## src/rtl/led_driver.sv

```systemverilog
// N-channel LED driver with per-channel off / on / blink / breathe modes.
// A shared prescaler drives blink. A shared PWM counter and triangle ramp drive breathe.
// Output polarity is selectable with ACTIVE_LOW.
//
// Ramp direction FSM:
//   state    | meaning
//   DIR_UP   | level climbs one step per ramp step; holds one step at the top, then turns
//   DIR_DOWN | level falls one step per ramp step; holds one step at zero, then turns
//
// led and tick are registered from the next-state values of the shared timers.
// This makes a blink toggle on led land in the same cycle as its tick pulse.
// It also keeps each PWM period aligned to pwm_cnt == 0.
module led_driver #(
    parameter int NUM_LEDS    = 4,
    parameter int CLK_HZ      = 25000000,
    parameter int BLINK_HZ    = 1,
    parameter int PWM_BITS    = 8,
    parameter int BREATHE_DIV = 48,
    parameter int ACTIVE_LOW  = 1
) (
    input  logic                  clk,
    input  logic                  resetn,
    input  logic [2*NUM_LEDS-1:0] mode,
    output logic [NUM_LEDS-1:0]   led,
    output logic                  tick
);

    localparam int DIV   = CLK_HZ / (2 * BLINK_HZ);
    localparam int PRE_W = (DIV > 1) ? $clog2(DIV) : 1;
    localparam int BR_W  = (BREATHE_DIV > 1) ? $clog2(BREATHE_DIV) : 1;

    localparam logic [PRE_W-1:0]    PRE_MAX = PRE_W'(DIV - 1);
    localparam logic [BR_W-1:0]     BR_MAX  = BR_W'(BREATHE_DIV - 1);
    localparam logic [PWM_BITS-1:0] LVL_MAX = '1;
    localparam logic [PWM_BITS-1:0] LVL_MIN = '0;
    localparam logic                AL      = (ACTIVE_LOW != 0);

    localparam logic [1:0] MODE_OFF     = 2'b00;
    localparam logic [1:0] MODE_ON      = 2'b01;
    localparam logic [1:0] MODE_BLINK   = 2'b10;
    localparam logic [1:0] MODE_BREATHE = 2'b11;

    typedef enum logic {
        DIR_UP   = 1'b0,
        DIR_DOWN = 1'b1
    } dir_t;

    logic [PRE_W-1:0]    pre_cnt;
    logic                blink_phase;
    logic [PWM_BITS-1:0] pwm_cnt;
    logic [BR_W-1:0]     br_cnt;
    logic [PWM_BITS-1:0] level;
    dir_t                dir;

    logic                pre_wrap;
    logic [PRE_W-1:0]    pre_nxt;
    logic                phase_nxt;
    logic                pwm_wrap;
    logic [PWM_BITS-1:0] pwm_nxt;
    logic [BR_W-1:0]     br_nxt;
    logic                ramp_step;
    logic [PWM_BITS-1:0] level_nxt;
    dir_t                dir_nxt;
    logic                pwm_on_nxt;
    logic [NUM_LEDS-1:0] lit_nxt;

    // Next-state of the shared timers, ramp FSM and per-channel lit decode
    always_comb begin
        pre_wrap  = (pre_cnt == PRE_MAX);
        pre_nxt   = pre_wrap ? '0 : pre_cnt + PRE_W'(1);
        phase_nxt = blink_phase ^ pre_wrap;

        pwm_wrap  = (pwm_cnt == LVL_MAX);
        pwm_nxt   = pwm_cnt + PWM_BITS'(1);

        br_nxt    = br_cnt;
        if (pwm_wrap) begin
            br_nxt = (br_cnt == BR_MAX) ? '0 : br_cnt + BR_W'(1);
        end
        ramp_step = pwm_wrap && (br_cnt == BR_MAX);

        level_nxt = level;
        dir_nxt   = dir;
        if (ramp_step) begin
            case (dir)
                DIR_UP: begin
                    if (level == LVL_MAX) dir_nxt = DIR_DOWN;
                    else                  level_nxt = level + PWM_BITS'(1);
                end
                DIR_DOWN: begin
                    if (level == LVL_MIN) dir_nxt = DIR_UP;
                    else                  level_nxt = level - PWM_BITS'(1);
                end
                default: dir_nxt = DIR_UP;
            endcase
        end

        pwm_on_nxt = (pwm_nxt < level_nxt);

        lit_nxt = '0;
        for (int i = 0; i < NUM_LEDS; i++) begin
            case (mode[2*i +: 2])
                MODE_OFF:     lit_nxt[i] = 1'b0;
                MODE_ON:      lit_nxt[i] = 1'b1;
                MODE_BLINK:   lit_nxt[i] = phase_nxt;
                MODE_BREATHE: lit_nxt[i] = pwm_on_nxt;
                default:      lit_nxt[i] = 1'b0;
            endcase
        end
    end

    // State registers and registered outputs; async reset forces all LEDs unlit
    always_ff @(posedge clk or negedge resetn) begin
        if (!resetn) begin
            pre_cnt     <= '0;
            blink_phase <= 1'b0;
            pwm_cnt     <= '0;
            br_cnt      <= '0;
            level       <= '0;
            dir         <= DIR_UP;
            tick        <= 1'b0;
            led         <= {NUM_LEDS{AL}};
        end else begin
            pre_cnt     <= pre_nxt;
            blink_phase <= phase_nxt;
            pwm_cnt     <= pwm_nxt;
            br_cnt      <= br_nxt;
            level       <= level_nxt;
            dir         <= dir_nxt;
            tick        <= pre_wrap;
            led         <= lit_nxt ^ {NUM_LEDS{AL}};
        end
    end

endmodule

```

## config.mk

```make
export PLATFORM = sky130hd
export DESIGN_NAME = led_driver
export DESIGN_NICKNAME = d
export VERILOG_FILES = /design/src/rtl/led_driver.sv
export SDC_FILE = /design/constraint.sdc
export NUM_CORES = 1
export LEC_CHECK = 0
export CORE_UTILIZATION = 60
export CTS_CLUSTER_DIAMETER = 50
export DETAILED_ROUTE_END_ITERATION = 6
export GPL_ROUTABILITY_DRIVEN = 0
export PLACE_DENSITY = 0.77
export SETUP_SLACK_MARGIN = 0.5
export SYNTH_ARGS = -nofsm -noshare
export SYNTH_HDL_FRONTEND = slang
export SYNTH_SLANG_ARGS = --single-unit
```

## constraint.sdc

```tcl
create_clock -name clk -period 3.4 [get_ports clk]
set_clock_uncertainty 0.15 [all_clocks]
set_input_delay 0.34 -clock clk [delete_from_list [all_inputs] [get_ports clk]]
set_output_delay 0.34 -clock clk [all_outputs]
set_load 0.01 [all_outputs]
```

==> Yosys cells after proc, flatten, opt, wreduce, memory -nomap -nowiden <==
Index checks and enable logic that the tools add are counted.
W data, S select, Z words.
{ "word_totals": {"in_bits": 10, "regBits": 53, "output_inout_bits": 5, "elab_cells": 52} }
{ "op_classes": {"bitwise": 3, "n_addsub": 5, "mux": 13, "magnitude_cmp": 1, "n_eq_ne": 16, "reduce_logical": 6} }
{ "ops": {"columns": ["op", "n"], "rows": [
  ["$add A24 B1 Y24 const B", 1],
  ["$eq A24 B24 Y1 const B", 1],
  ["$mux W24", 1],
  ["$mux W8", 3],
  ["$add A8 B1 Y8 const B", 2],
  ["$eq A2 B2 Y1 const B", 8],
  ["$eq A8 B8 Y1 const B", 2],
  ["$pmux W1 S4", 4],
  ["$pmux W8 S2", 1],
  ["$eq A2 B1 Y1 const B", 4],
  ["$logic_not A2 Y1", 4],
  ["$logic_not A8 Y1", 1],
  ["$lt A8 B8 Y1", 1],
  ["$sub A8 B1 Y8 const B", 1],
  ["$add A6 B1 Y6 const B", 1],
  ["$eq A6 B6 Y1 const B", 1],
  ["$mux W6", 1],
  ["$not A4 Y4", 1],
  ["$mux W1", 2],
  ["$pmux W1 S2", 1],
  ["$logic_and A1 B1 Y1", 1],
  ["$not A1 Y1", 1],
  ["$xor A1 B1 Y1", 1]
]} }

==> Depth between registers and ports, before layout <==
Gate-level depths: netlist (run 1).
{ "depth": {"depth_word": 7, "mapped_depth": 14, "depth_no_buf": 13} }

==> Least setup slack after synthesis (run 1) <==
No wires, ideal clock.
{ "synth_timing": {"path_type": "flip-flop to flip-flop", "startpoint": "register level[0]", "endpoint": "register led[0]", "synth_period_minus_slack_ns": 2.932, "arrival_time_ns": 2.691, "path_slack_ns": 0.468, "path_stages_with_launch": 15, "path_buffers": 1, "required_time_ns": 3.158, "setup_ns": 0.092, "path_cell_list": "dfrtp_1 buf_6 inv_1 ha_1 nor4b_4 nand2_1 a311oi_1 a21oi_1 o22ai_1 ha_1 a21o_1 a21oi_1 o221ai_1 a31oi_2 a221oi_1"} }
{ "synth_between": {"elab_chain_len": 7, "elab_cells_between_ends": 11, "classes_between": "add/sub (2); order compare (1); eq/ne (1); mux (5); bitwise (1); reduce/logical (1)"} }
{ "synth_lines": {"columns": ["item", "line", "rtl"], "rows": [
  ["from (decl)", "52", "logic [PWM_BITS-1:0] level;"],
  ["from (signal assigned)", "128", "level <= level_nxt;"],
  ["$sub A8 B1 Y8 (tied with other cells)", "92", "else level_nxt = level - PWM_BITS'(1);"],
  ["$mux W8 (on tied branches)", "91, 87", null],
  ["$pmux W8 S2", "85", "case (dir)"],
  ["$mux W8 (*)", "84", "if (ramp_step) begin"],
  ["$lt A8 B8 Y1 (*)", "98", "pwm_on_nxt = (pwm_nxt < level_nxt);"],
  ["$pmux W1 S4 (*)", "102", "case (mode[2*i +: 2])"],
  ["$not A4 Y4 (no line) (*)", null, null],
  ["to (signal assigned)", "122", "led <= {NUM_LEDS{AL}};"],
  ["to (signal assigned)", "131", "led <= lit_nxt ^ {NUM_LEDS{AL}};"],
  ["to (decl)", "24", "output logic [NUM_LEDS-1:0] led,"]
]} }
Every way passes the cells marked *; elsewhere a longest branch is shown, timed or not.
A chain may end at the register's enable or synchronous reset.

==> Worst setup path in the final report (run 1) <==
{ "layout_timing": {"startpoint": "register level[0]", "endpoint": "register led[3]"} }
Same word-level chain as after synthesis.

==> results of run 1 <==
-- repair_timing --
| action | CTS | global route |
|---|---|---|
| setup endpoints to repair | 4 | 4 |
| buffers inserted | 14 | 1 |
| gates cloned | 1 | 0 |
| pin swaps | 8 | 6 |
| gates resized for setup | 25 | 3 |
-- placed cells by master (no fill, tap or decap), drive strengths merged, types with 2 or more instances in the layout --
| cell type | netlist | routed |
|---|---|---|
| ha | 13 | 13 |
| buf | 6 | 21 |
| nor3 | 8 | 9 |
| clkdlybuf4s50 | 0 | 13 |
| o22ai | 6 | 6 |
| xor2 | 10 | 10 |
| nand4 | 13 | 13 |
| a22o | 2 | 2 |
| mux2i | 2 | 2 |
| nor2 | 25 | 25 |
| and2b | 8 | 8 |
| nor4 | 4 | 4 |
| a32oi | 3 | 3 |
| nor2b | 2 | 2 |
| or3 | 4 | 4 |
| mux2 | 4 | 4 |
| inv | 12 | 12 |
| dfstp | 4 | 4 |
| nand3 | 16 | 16 |
| xnor2 | 20 | 20 |
| a221oi | 4 | 4 |
| and4 | 9 | 9 |
| o21ai | 12 | 12 |
| clkbuf | 6 | 5 |
| and3 | 7 | 7 |
| o22a | 6 | 6 |
| a31oi | 3 | 3 |
| o2111ai | 2 | 2 |
| nand2 | 16 | 16 |
| and2 | 2 | 2 |
| a21o | 2 | 2 |
| o211ai | 2 | 2 |
| dfrtp | 49 | 49 |
| a21oi | 13 | 13 |
| nand4b | 2 | 2 |
-- through the flow --
| stage | worst slack [ns] | instance area [um2] | std cells | hold slack, ns |
|---|---|---|---|---|
| global route | 0.244 | 3590 | 402 | 0.151 |
| CTS | 0.500 | 3570 | 401 | 0.0861 |
| detailed placement | 0.200 | 3280 | 380 | 0.325 |
| finish | 0.366 | 3590 | 402 | 0.0463 |
| floorplan | 0.510 | 3110 | 306 | -0.106 |
| global placement | 0.334 | 3280 | 380 | 0.319 |
-- state kept, by name (all words and copies together) (netlist names) --
register,flops
tick,1
pwm_cnt,8
pre_cnt,24
br_cnt,6
blink_phase,1
dir,1
led,4
level,8
-- path summary, 6_finish.rpt --
kind,to,from,slack (ns),cells past startpoint
min,level[6],resetn,0.05,1
max,led[3],level[0],0.37,14
min in group clk,pre_cnt[0],pre_cnt[0],0.34,1
max in group asynchronous,level[3],resetn,2.36,1
max reg2reg,led[3],level[0],0.37,14
min reg2reg,pre_cnt[0],pre_cnt[0],0.34,1
-- logic make-up (layout without fill, tap and decap cells) --
family	Yosys count	after routing	share of synthesized area, %
AO/OA/AOI/OAI	61	61	14.0
XOR/XNOR	30	30	8.69
adder cells (fa/ha/maj)	13	13	5.23
buffers and inverters	24	52	4.27
flip-flops	53	53	42.8
multiplexers	6	6	2.09
AND/OR/NAND/NOR	119	120	22.9
-- routing by layer --
layer | GRT usage (%) | share of wire [%]
met1 | 33.1 | 43
met2 | 44.6 | 51
met3 | 6.10 | 3.6
met4 | 12.8 | 2.3
met5 | 0 | 0
-- power groups by stage --
stage	combinational (W)	clock, W	sequential [W]
after floorplan	0.00000586	0	0.000649
after global placement	0.0000364	0	0.000647
after detailed placement	0.0000371	0	0.000647
after CTS	0.0000390	0.000338	0.000635
after global routing	0.0000437	0.000361	0.000635
final	0.0000385	0.000326	0.000635
-- area by class of cell --
cell class / instances / area [um2] / area share [%]
Clock buffer: 5 / 68.8 / 1.92
Clock inverter: 1 / 5.00 / 0.140
Inverter: 12 / 45.0 / 1.26
Multi-Input combinational cell: 230 / 1760 / 49.0
Sequential cell: 53 / 1340 / 37.3
Tap cell: 67 / 83.8 / 2.34
Timing Repair Buffer: 34 / 289 / 8.06
==> impl_metrics.env, run 1 <==
export IMPL_status="finished clean"
export IMPL_grt_setup_unrepaired="yes"
export IMPL_pwr_density_cell_mw_per_mm2=279
export IMPL_finalWirelength_mm=6.62
export IMPL_floorplan_die_height_um=74.0
export IMPL_timing_worst_setup_path_type="flop to flop"
export IMPL_numCtsBuffers=5
export IMPL_timing_critical_path_max_delay_family="compound AO/OA/AOI/OAI gates"
export IMPL_number_of_optimization_iterations_in_the_first_detailed_route_pass=4
export IMPL_worst_setup_hold_path_clk_slew_ns=0.09
export IMPL_vias=2427
export IMPL_layout_area_overhead_vs_synth_pct=15.3
export IMPL_die_width_um=74.0
export IMPL_post_cts_hold_buffer_count=0
export IMPL_start_util_pct=64.1
export IMPL_synth_top_area_share_pct=39.4
export IMPL_ctsRootBufferMaster="sky130_fd_sc_hd__clkbuf_8"
export IMPL_tightestPinTransition_ns=1.01
export IMPL_total_power_w=0.00100
export IMPL_top_level_ports=15
export IMPL_detail_route_antenna_nets=0
export IMPL_setup_viol=0
export IMPL_power_switching_w=0.000211
export IMPL_rows=25
export IMPL_cap_violations=0
export IMPL_leakage_nw=1.50
export IMPL_cts_htree_levels=2
export IMPL_yosysWarningCount=0
export IMPL_critical_path_buf_inv_count=4
export IMPL_die_area_mm2=0.00547
export IMPL_vdd_ir_drop_worst_mv=0.279
export IMPL_synth_edf_count=0
export IMPL_most_frequent_cell_after_synthesis="sky130_fd_sc_hd__dfrtp_1"
export IMPL_finalHoldViolations=0
export IMPL_comb_power_share_pct=3.9
export IMPL_worstSetupStartpointType="flop"
export IMPL_insertion_delay_ns=0.30
export IMPL_relSlewSlack_pct=32.7
export IMPL_required_time_of_the_worst_setup_path_ns=3.47
export IMPL_cp_cell_instances="inv_2 -> ha_4 -> nor4b_4 -> buf_4 -> buf_4 -> mux2_2 -> a32oi_1 -> o22ai_1 -> ha_1 -> nand4_1 -> nor2_1 -> a31oi_2 -> buf_4 -> a221oi_2"
export IMPL_gr_total_overflow=0
export IMPL_first_iter_violations=156
export IMPL_global_route_wire_length_before_repair_mm=10.9
export IMPL_worst_endpoint_arrival_ns=3.10
export IMPL_first_global_vias=2342
export IMPL_critPathSlowestCell="sky130_fd_sc_hd__dfrtp_1"
export IMPL_postSynthNetCount=329
export IMPL_cts_path_max_buffers=2
export IMPL_synth_seq_area_share_pct=42.8
export IMPL_synthesis_area_per_instance_um2=10.2
export IMPL_finish_utilization_pct=74.0
export IMPL_grt_util_all_layers_pct=26.8
export IMPL_critical_path_max_fanout=6
export IMPL_clock_sink_count=53
export IMPL_grt_start_max_net_pins=48
export IMPL_clock_power_share_pct=32.6
export IMPL_p_seq_share_pct=63.5
export IMPL_ys_flop_type="sky130_fd_sc_hd__dfrtp_1"
export IMPL_cp_slowest_stage_delay_ns=0.39
export IMPL_num_nets_final=359
export IMPL_viasPerCell=6.04
export IMPL_internal_power_w=0.000788
export IMPL_max_freq_mhz=330
export IMPL_critical_path_endpoint_type="flop"
export IMPL_post_synthesis_instance_area_mm2=0.00311
export IMPL_fin_tns_setup_ns=0
export IMPL_period_share_pct=89.2
export IMPL_antenna_found_initial=0
export IMPL_post_dp_hpwl_mm=4.33
export IMPL_synth_cells_most_frequent="sky130_fd_sc_hd__dfrtp_1 (49), sky130_fd_sc_hd__nor2_1 (25), sky130_fd_sc_hd__xnor2_1 (20)"
export IMPL_switching_fraction_of_total_power_pct=21.2
export IMPL_synthTopCellsByArea="sky130_fd_sc_hd__dfrtp_1 (39%), sky130_fd_sc_hd__xnor2_1 (5.6%), sky130_fd_sc_hd__ha_1 (5.2%), sky130_fd_sc_hd__dfstp_2 (3.4%), sky130_fd_sc_hd__nor2_1 (3.0%)"
export IMPL_placeableCoreArea_mm2=0.00485
export IMPL_timing_hold_worst_class="primary input to asynchronous set/reset pin"
export IMPL_maxSlewViolCount=0
export IMPL_critical_path_most_common_cell="sky130_fd_sc_hd__buf_4"
export IMPL_yosysUniqueCellTypes=55
export IMPL_tritoncts="built"
export IMPL_insertedDiodeCount=0
export IMPL_routed_wire_length_per_instance_um=16.5
export IMPL_synth_top_cell_by_area="sky130_fd_sc_hd__dfrtp_1"
export IMPL_fill_cells=340
export IMPL_async_flop_share_pct=100
export IMPL_place_port_buffers=14
export IMPL_yosys_register_bits=53
export IMPL_syn_inst=306
export IMPL_final_period_minus_worst_setup_slack_ns=3.03
export IMPL_drive_gt1_share_pct=20.9
export IMPL_drc=0
Power figures use the tool's default switching activity.
==> run 2, diff against run 1 <==
- clock period: 3.4 -> 3.43 ns (I/O delays scaled with it)
==> impl_metrics.env, run 2 (synthesis gave the netlist of run 1 again) <==
export IMPL_first_global_vias=2440
export IMPL_drive_gt1_share_pct=21.8
export IMPL_post_dp_hpwl_mm=4.31
export IMPL_place_port_buffers=14
export IMPL_cts_htree_levels=2
export IMPL_finalHoldViolations=0
export IMPL_drc=0
export IMPL_worst_setup_hold_path_clk_slew_ns=0.09
export IMPL_max_flop_register="pre_cnt"
export IMPL_ctsRootBufferMaster="sky130_fd_sc_hd__clkbuf_8"
export IMPL_worstSetupStartpointType="flop"
export IMPL_layout_area_overhead_vs_synth_pct=17.0
export IMPL_leakage_nw=1.52
export IMPL_start_util_pct=64.1
export IMPL_most_common_cell_after_layout_fill_and_taps_aside="sky130_fd_sc_hd__dfrtp_1"
export IMPL_detail_route_antenna_nets=0
export IMPL_tightestPinTransition_ns=0.791
export IMPL_post_place_cells=381
export IMPL_insertion_delay_ns=0.30
export IMPL_vias=2580
export IMPL_switching_fraction_of_total_power_pct=21.1
export IMPL_placeableCoreArea_mm2=0.00485
export IMPL_num_nets_final=361
export IMPL_maxSlewViolCount=0
export IMPL_clock_power_share_pct=33.5
export IMPL_worst_endpoint_arrival_ns=3.20
export IMPL_largest_reg_flops=24
export IMPL_rows=25
export IMPL_final_cells=406
export IMPL_fill_cells=335
export IMPL_grt_util_all_layers_pct=26.5
export IMPL_finalWirelength_mm=6.91
export IMPL_timing_worst_setup_path_type="flop to flop"
export IMPL_grt_setup_unrepaired="yes"
export IMPL_status="finished clean"
export IMPL_required_time_of_the_worst_setup_path_ns=3.49
export IMPL_relSlewSlack_pct=47.2
export IMPL_reg_top3="pre_cnt x24, level x8, pwm_cnt x8"
export IMPL_global_route_wire_length_before_repair_mm=11.1
export IMPL_cap_violations=0
export IMPL_timing_hold_worst_class="flop to flop"
export IMPL_viasPerCell=6.35
export IMPL_numCtsBuffers=5
export IMPL_critical_path_max_fanout=6
export IMPL_max_freq_mhz=318
export IMPL_vdd_ir_drop_worst_mv=0.197
export IMPL_critical_path_endpoint_type="flop"
export IMPL_first_iter_violations=123
export IMPL_cts_path_max_buffers=2
export IMPL_routed_wire_length_per_instance_um=17.0
export IMPL_pwr_density_cell_mw_per_mm2=276
export IMPL_fin_tns_setup_ns=0
export IMPL_period_share_pct=91.6
export IMPL_internal_power_w=0.000792
export IMPL_p_seq_share_pct=62.7
export IMPL_power_switching_w=0.000212
export IMPL_insertedDiodeCount=0
export IMPL_die_width_um=74.0
export IMPL_clock_sink_count=53
export IMPL_number_of_optimization_iterations_in_the_first_detailed_route_pass=4
export IMPL_tritoncts="built"
export IMPL_gr_total_overflow=0
export IMPL_die_area_mm2=0.00547
export IMPL_grt_start_max_net_pins=36
export IMPL_antenna_found_initial=0
export IMPL_comb_power_share_pct=3.9
export IMPL_most_common_layout_cells="sky130_fd_sc_hd__dfrtp_1 (47), sky130_fd_sc_hd__nor2_1 (24), sky130_fd_sc_hd__xnor2_1 (20)"
export IMPL_final_period_minus_worst_setup_slack_ns=3.14
export IMPL_setup_viol=0
export IMPL_floorplan_die_height_um=74.0
export IMPL_top_level_ports=15
## run 2: power by group through the flow
stage	sequential (W)	combinational (W)	clock [W]
4_1_cts	0.000629	0.0000393	0.000346
3_3_place_gp	0.000641	0.0000360	0
6_report	0.000629	0.0000388	0.000336
5_1_grt	0.000629	0.0000439	0.000369
2_1_floorplan	0.000643	0.00000581	0
3_5_place_dp	0.000641	0.0000366	0
## run 2: layout make-up
type	count	area, um2	share of cell area [%]
clock buffer	7	76.3	2.10
clock inverter	1	7.51	0.206
inverter	12	45.0	1.24
multi-input combinational	229	1770	48.6
sequential	53	1330	36.7
tap	67	83.8	2.30
timing repair buffer	37	325	8.94
## run 2: critical path: stages (launching register included)
cell	delay, ns
sky130_fd_sc_hd__dfrtp_2	0.40
sky130_fd_sc_hd__inv_2	0.06
sky130_fd_sc_hd__ha_4	0.15
sky130_fd_sc_hd__nor4b_4	0.12
sky130_fd_sc_hd__buf_6	0.15
sky130_fd_sc_hd__buf_6	0.11
sky130_fd_sc_hd__o211ai_1	0.20
sky130_fd_sc_hd__o21ai_1	0.14
sky130_fd_sc_hd__mux2i_1	0.25
sky130_fd_sc_hd__o22ai_1	0.11
sky130_fd_sc_hd__ha_1	0.34
sky130_fd_sc_hd__a21o_1	0.15
sky130_fd_sc_hd__a21oi_2	0.07
sky130_fd_sc_hd__o221ai_2	0.17
sky130_fd_sc_hd__a31oi_2	0.05
sky130_fd_sc_hd__buf_4	0.17
sky130_fd_sc_hd__a221oi_2	0.26
## run 2: timing repair
action,in CTS,in global routing
setup buffers,14,2
endpoints found under the hold margin,34,0
setup endpoints to repair,4,4
gates resized for setup,23,12
pin swaps,19,3
hold buffers,1,0
cloned,0,0
## run 2: final timing paths
path	startpoint	to	slack, ns	cells past startpoint
setup / recovery	level[1]	led[1]	0.29	16
hold / removal	pre_cnt[22]	pre_cnt[22]	0.34	1
setup reg to reg	level[1]	led[1]	0.29	16
hold reg to reg	pre_cnt[22]	pre_cnt[22]	0.34	1
max in group asynchronous	resetn	led[3]	1.81	3
min in group asynchronous	resetn	br_cnt[4]	0.51	2
## run 2: per-stage QoR
step / utilization (%) / setup WS (ns) / area, um2 / hold WS, ns / total power (W)
2_1_floorplan: - / 0.501 / 3110 / -0.103 / 0.000649
3_3_place_gp: 67.8 / 0.298 / 3290 / 0.316 / 0.000677
3_5_place_dp: 67.8 / 0.227 / 3290 / 0.323 / 0.000678
4_1_cts: 73.9 / 0.503 / 3580 / 0.351 / 0.00101
5_1_grt: 75.0 / 0.220 / 3640 / 0.367 / 0.00104
6_report: 75.0 / 0.289 / 3640 / 0.344 / 0.00100
## run 2: metal layers
layer	track usage (%)	part of all wire, %	vias to the layer above
li1	-	-	1192
met2	44.8	51	73
met3	3.66	5.2	18
met4	10.9	2.4	0
met5	0	0	-
met1	34.3	41	1297
==> run 3, diff against run 2 <==
- clock period: 3.43 -> 4 ns (I/O delays scaled with it)
==> impl_metrics.env, run 3 (synthesis gave the netlist of run 1 again) <==
export IMPL_routed_wire_length_per_instance_um=15.5
export IMPL_drive_gt1_share_pct=10.9
export IMPL_final_period_minus_worst_setup_slack_ns=3.28
export IMPL_clock_sink_count=53
export IMPL_number_of_optimization_iterations_in_the_first_detailed_route_pass=4
export IMPL_cap_violations=0
export IMPL_die_width_um=74.0
export IMPL_gr_total_overflow=0
export IMPL_detail_route_antenna_nets=0
export IMPL_global_route_wire_length_before_repair_mm=9.87
export IMPL_ctsRootBufferMaster="sky130_fd_sc_hd__clkbuf_8"
export IMPL_floorplan_die_height_um=74.0
export IMPL_most_common_layout_cells="sky130_fd_sc_hd__dfrtp_1 (48), sky130_fd_sc_hd__nor2_1 (25), sky130_fd_sc_hd__xnor2_1 (20)"
export IMPL_finish_utilization_pct=69.5
export IMPL_cts_path_max_buffers=2
export IMPL_timing_worst_setup_path_type="flop to flop"
export IMPL_vdd_ir_drop_worst_mv=0.240
export IMPL_relSlewSlack_pct=57.7
export IMPL_layout_area_overhead_vs_synth_pct=8.33
export IMPL_fin_area_mm2=0.00337
export IMPL_setup_viol=0
export IMPL_place_area_mm2=0.00326
export IMPL_grt_start_max_net_pins=38
export IMPL_rows=25
export IMPL_worst_endpoint_arrival_ns=3.34
export IMPL_die_area_mm2=0.00547
export IMPL_max_flop_register="pre_cnt"
export IMPL_numCtsBuffers=5
export IMPL_place_port_buffers=14
export IMPL_required_time_of_the_worst_setup_path_ns=4.06
export IMPL_most_common_cell_after_layout_fill_and_taps_aside="sky130_fd_sc_hd__dfrtp_1"
export IMPL_period_share_pct=81.9
export IMPL_finalHoldViolations=0
export IMPL_top_level_ports=15
export IMPL_post_dp_hpwl_mm=4.35
export IMPL_dp_worst_setup_slack_ns=0.712
export IMPL_placeableCoreArea_mm2=0.00485
export IMPL_grt_setup_unrepaired="no"
export IMPL_first_global_vias=2189
export IMPL_layout_setup_ws_ns=0.724
export IMPL_cts_htree_levels=2
export IMPL_drc=0
export IMPL_worst_setup_hold_path_clk_slew_ns=0.10
export IMPL_worstSetupStartpointType="flop"
export IMPL_first_iter_violations=68
export IMPL_antenna_found_initial=0
export IMPL_status="finished clean"
export IMPL_timing_hold_worst_class="flop to flop"
export IMPL_grt_util_all_layers_pct=23.8
export IMPL_critical_path_max_fanout=9
export IMPL_max_freq_mhz=305
export IMPL_tightestPinTransition_ns=0.634
export IMPL_num_nets_final=343
export IMPL_viasPerCell=6.06
export IMPL_largest_reg_flops=24
export IMPL_vias=2352
export IMPL_fill_cells=377
export IMPL_finalWirelength_mm=6.00
export IMPL_tritoncts="built"
export IMPL_leakage_nw=1.41
export IMPL_reg_top3="pre_cnt x24, level x8, pwm_cnt x8"
export IMPL_pwr_density_cell_mw_per_mm2=258
export IMPL_insertedDiodeCount=0
export IMPL_start_util_pct=64.1
export IMPL_critical_path_endpoint_type="flop"
export IMPL_maxSlewViolCount=0
export IMPL_fin_tns_setup_ns=0
export IMPL_insertion_delay_ns=0.31
run 3: cell count changes in the layout (fill, tap and decap cells not counted), sizes merged:
cell,delta
buf,-18
clkbuf,-1
clkinv,+1
clkinvlp,-1
inv,+1
run 3: path summary, 6_finish.rpt:
kind / slack (ns) / end / cells after the start / start
setup / recovery: 0.72 / led[3] / 12 / level[1]
hold / removal: 0.35 / pre_cnt[0] / 1 / pre_cnt[0]
setup reg to reg: 0.72 / led[3] / 12 / level[1]
hold reg to reg: 0.35 / pre_cnt[0] / 1 / pre_cnt[0]
max in group asynchronous: 2.51 / led[2] / 3 / resetn
min in group asynchronous: 0.38 / pre_cnt[6] / 2 / resetn
run 3: critical path, stage by stage (launching register included):
cell and delay, ns:
sky130_fd_sc_hd__dfrtp_1 0.49, sky130_fd_sc_hd__ha_1 0.28, sky130_fd_sc_hd__and4_1 0.23, sky130_fd_sc_hd__a21oi_1 0.44
sky130_fd_sc_hd__o21ai_0 0.26, sky130_fd_sc_hd__a22o_1 0.26, sky130_fd_sc_hd__inv_1 0.07, sky130_fd_sc_hd__ha_1 0.14
sky130_fd_sc_hd__a21o_1 0.11, sky130_fd_sc_hd__a21oi_1 0.06, sky130_fd_sc_hd__o221ai_1 0.22, sky130_fd_sc_hd__a31oi_2 0.10
sky130_fd_sc_hd__a221oi_1 0.35
run 3: layout make-up:
class                           count  area (um2)  area share, %
Inverter                           12        45.0           1.34
Tap cell                           67        83.8           2.49
Clock inverter                      2        13.8          0.409
Timing Repair Buffer               19         175           5.20
Sequential cell                    53        1330           39.6
Clock buffer                        6        72.6           2.15
Multi-Input combinational cell    229        1650           48.8
run 3: metrics by stage:
stage	total power (W)	hold WS [ns]	instances
floorplan	0.000556	-0.0456	306
global placement	0.000581	0.184	377
detailed placement	0.000582	0.187	377
CTS	0.000880	0.345	386
global route	0.000905	0.356	388
finish	0.000869	0.350	388
run 3: what timing repair did:
action | 4_1_cts | 5_1_grt
hold endpoints to repair | 16 | 0
gates resized for setup | 0 | 1
hold buffers | 1 | 0
endpoints found under the setup margin | 0 | 4
setup buffers | 0 | 2
run 3: where the power goes:
group          internal [W]  leakage, nW  switching, W
Sequential         0.000539        0.696   0.000000632
Combinational     0.0000156        0.668     0.0000156
Clock              0.000125       0.0456      0.000173
run 3: routing by layer:
layer / global-route usage, % / part of all wire, % / wire (um) / vias to the layer above
li1: - / - / - / 1155
met3: 5.15 / 2.4 / 146 / 13
met2: 40.1 / 51 / 3070 / 29
met5: 0 / 0 / 0 / -
met1: 30.5 / 45 / 2680 / 1155
met4: 8.55 / 1.8 / 105 / 0
==> RTL edit, RTL diff (flow settings as in run 1) <==
Remove the register `tick`: a continuous assignment takes its place, so the output `tick` follows one clock earlier. Comments in the files are not updated.
--- a/src/rtl/led_driver.sv
+++ b/src/rtl/led_driver.sv
@@ -120,3 +120,2 @@
             dir         <= DIR_UP;
-            tick        <= 1'b0;
             led         <= {NUM_LEDS{AL}};
@@ -129,3 +128,2 @@
             dir         <= dir_nxt;
-            tick        <= pre_wrap;
             led         <= lit_nxt ^ {NUM_LEDS{AL}};
@@ -134,2 +132,4 @@
 
+    assign tick = pre_wrap;
+
 endmodule
Behaviour: no difference found for any inputs over 10 cycles, from zero or initial values and one cycle with resetn low; that may be too few to reach the edited logic, so the function may still have changed.
==> RTL edit against run 1 <==
Power increased by 3.2%. Area after synthesis shrank 0.80%. First-iteration DRC count is 25% lower. Critical endpoint is now led[0]. Fmax is essentially flat. Wire length shrank 0.60%. Count of clock-buffer cells in the layout grew 1. Sequential cell count is 1 lower. Highest routed layer unchanged. Non-clock buffer count rose by 5. Cell area increased by 1.4%. Sequential share of layout area is 1.2 points lower. Setup slack lost 0.0011 ns. Largest power group unchanged. Synthesized cell count decreased by 0.33%.
==> RTL edit: results (changes against run 1) <==
----------------------------------------------------
[Logic synthesis]
  Combinational family with the most area after synthesis ... simple AND/OR/NAND/NOR gates (unchanged)
  Xor/xnor share of the synthesized area ... 0.0876 (was 0.0869)
  Main synth FF type ... dfrtp_1 (unchanged)
  Post-synthesis cell type count ... 55 (unchanged)
  Multiplexer share of the synthesized area ... 0.0211 (was 0.0209)
  Synth top cells by count ... dfrtp_1, nor2_1, xnor2_1, nand2_1, nand3_1 (unchanged)
  Compound-Gate Fraction of Synth Area ... 0.141 (was 0.140)
  Biggest area contributors in the synthesized netlist ... dfrtp_1, xnor2_1, ha_1, dfstp_2, nor2_1 (unchanged)
  Proportion of register bits with asynchronous set or reset after synthesis ... 1.00 (unchanged)
  Mapped Nets ... 328 (was 329)
  Sequential area share after synthesis ... 0.424 (was 0.428)
  Synthesized-area fraction occupied by adder cells ... 0.0527 (was 0.0523)
  Yosys Warn Count ... 0 (unchanged)

[Layout]
  Antenna Cells ... 0 (unchanged)
  Top flop regs ... pre_cnt (24), level (8), pwm_cnt (8) (unchanged)
  Number of nets at the end of the flow ... 362 (was 359)
  Proportion of layout cells with a drive suffix above 1 ... 0.226 (was 0.209)

[Routing]
  Initial DRC count ... 117 (was 156)
  Wire length after detailed routing ... 6580 um (was 6620 um)
  Total number of vias ... 2493 (was 2427)
  Initial DRT Pass Iterations ... 4 (unchanged)

[Clock network]
  Root Buffer Master ... clkbuf_8 (unchanged)
  Clock transition time at the flip-flop clock pins of the worst setup and hold paths ... approximately 0.1 ns
  Clock insertion delay at the later pin of the skew report ... between 0.3 and 0.4 ns
  TritonCTS Buffers ... 5 (unchanged)

[Power and ir drop]
  Leakage power figure ... 1.52 nW (was 1.50 nW)
  Proportion of total power due to net switching ... 0.220 (was 0.212)
  Switch Pwr ... 227 uW (was 211 uW)
  Peak ir drop on the vdd network ... 0.223 mV (was 0.279 mV)
  P_clk ... 369 uW (was 326 uW)
  Combinational group power ... 39.8 uW (was 38.5 uW)

[Global route]
  Largest net degree at the start of global routing ... 37 (was 48)
  Global-route wire length before repair ... 10700 um (was 10900 um)
  All-Layer GR Usage ... 0.258 (was 0.268)
  Initial antenna violation count ... 0 (unchanged)
  Via count of the first global-routing pass ... 2387 (was 2342)

[STA]
  Slew Limit Headroom ... 0.469 (was 0.327)

[Status]
  Status ... finished clean (unchanged)

[Setup path]
  Register-to-Register Path Depth ... 14 (unchanged)
  Cell with the largest stage delay on the worst path ... dfrtp_2 (was dfrtp_1)
  Worst Path Max Fanout ... 4 (was 6)
  Endpoint arrival time on the critical path ... 3.11 ns (was 3.10 ns)
  Biggest cell delay along the critical path ... 0.42 ns (was 0.39 ns)

[Place]
  Final HPWL from detailed placement ... 4310 um (was 4330 um)
  Number of buffers added on ports ... 14 (unchanged)

[Hold path]
  Number of stages on the worst hold path ... 1
  Worst min-delay path category ... reg2reg (was in2async)

----------------------------------------------------
==> RTL edit: per-stage QoR <==
step | worst slack, ns | util | cells | hold slack [ns] | instance area (um2)
after floorplan | 0.510 | - | 305 | -0.106 | 3080
after global placement | 0.337 | 0.673 | 380 | 0.321 | 3260
after detailed placement | 0.208 | 0.673 | 380 | 0.324 | 3260
after CTS | 0.504 | 0.741 | 405 | 0.338 | 3590
after global routing | 0.214 | 0.750 | 407 | 0.352 | 3630
final | 0.365 | 0.750 | 407 | 0.333 | 3630
==> RTL edit: cell type report <==
cell class	instances	area [um2]
clock buffers	6	82.6
clock inverters	2	10.0
fillers	336	1210
inverters	12	45.0
multi-input cells	229	1760
flip-flops and latches	52	1310
well taps	67	83.8
repair buffers	39	342
==> RTL edit: worst paths after layout <==
path | start | endpoint | slack [ns]
worst max-delay path | level[1] | led[0] | 0.37
worst min-delay path | pre_cnt[0] | pre_cnt[0] | 0.33
worst max register to register | level[1] | led[0] | 0.37
worst min register to register | pre_cnt[0] | pre_cnt[0] | 0.33
max in group asynchronous | resetn | pre_cnt[12] | 1.97
min in group asynchronous | resetn | dir | 0.50
==> RTL edit: routing by layer <==
metal / up-vias / part of all wire / track usage
met3: 19 / 0.036 / 0.0576
met5: - / 0 / 0
li1: 1190 / - / -
met2: 69 / 0.51 / 0.459
met1: 1215 / 0.44 / 0.304
met4: 0 / 0.022 / 0.0983
==> RTL edit: what timing repair did <==
action                                  4_1_cts  5_1_grt
buffers inserted                             16        2
pin swaps                                    17        5
endpoints found under the hold margin        30        0
cloned                                        0        0
endpoints found under the setup margin        4        4
resized for setup                            23        7
hold buffers                                  1        0
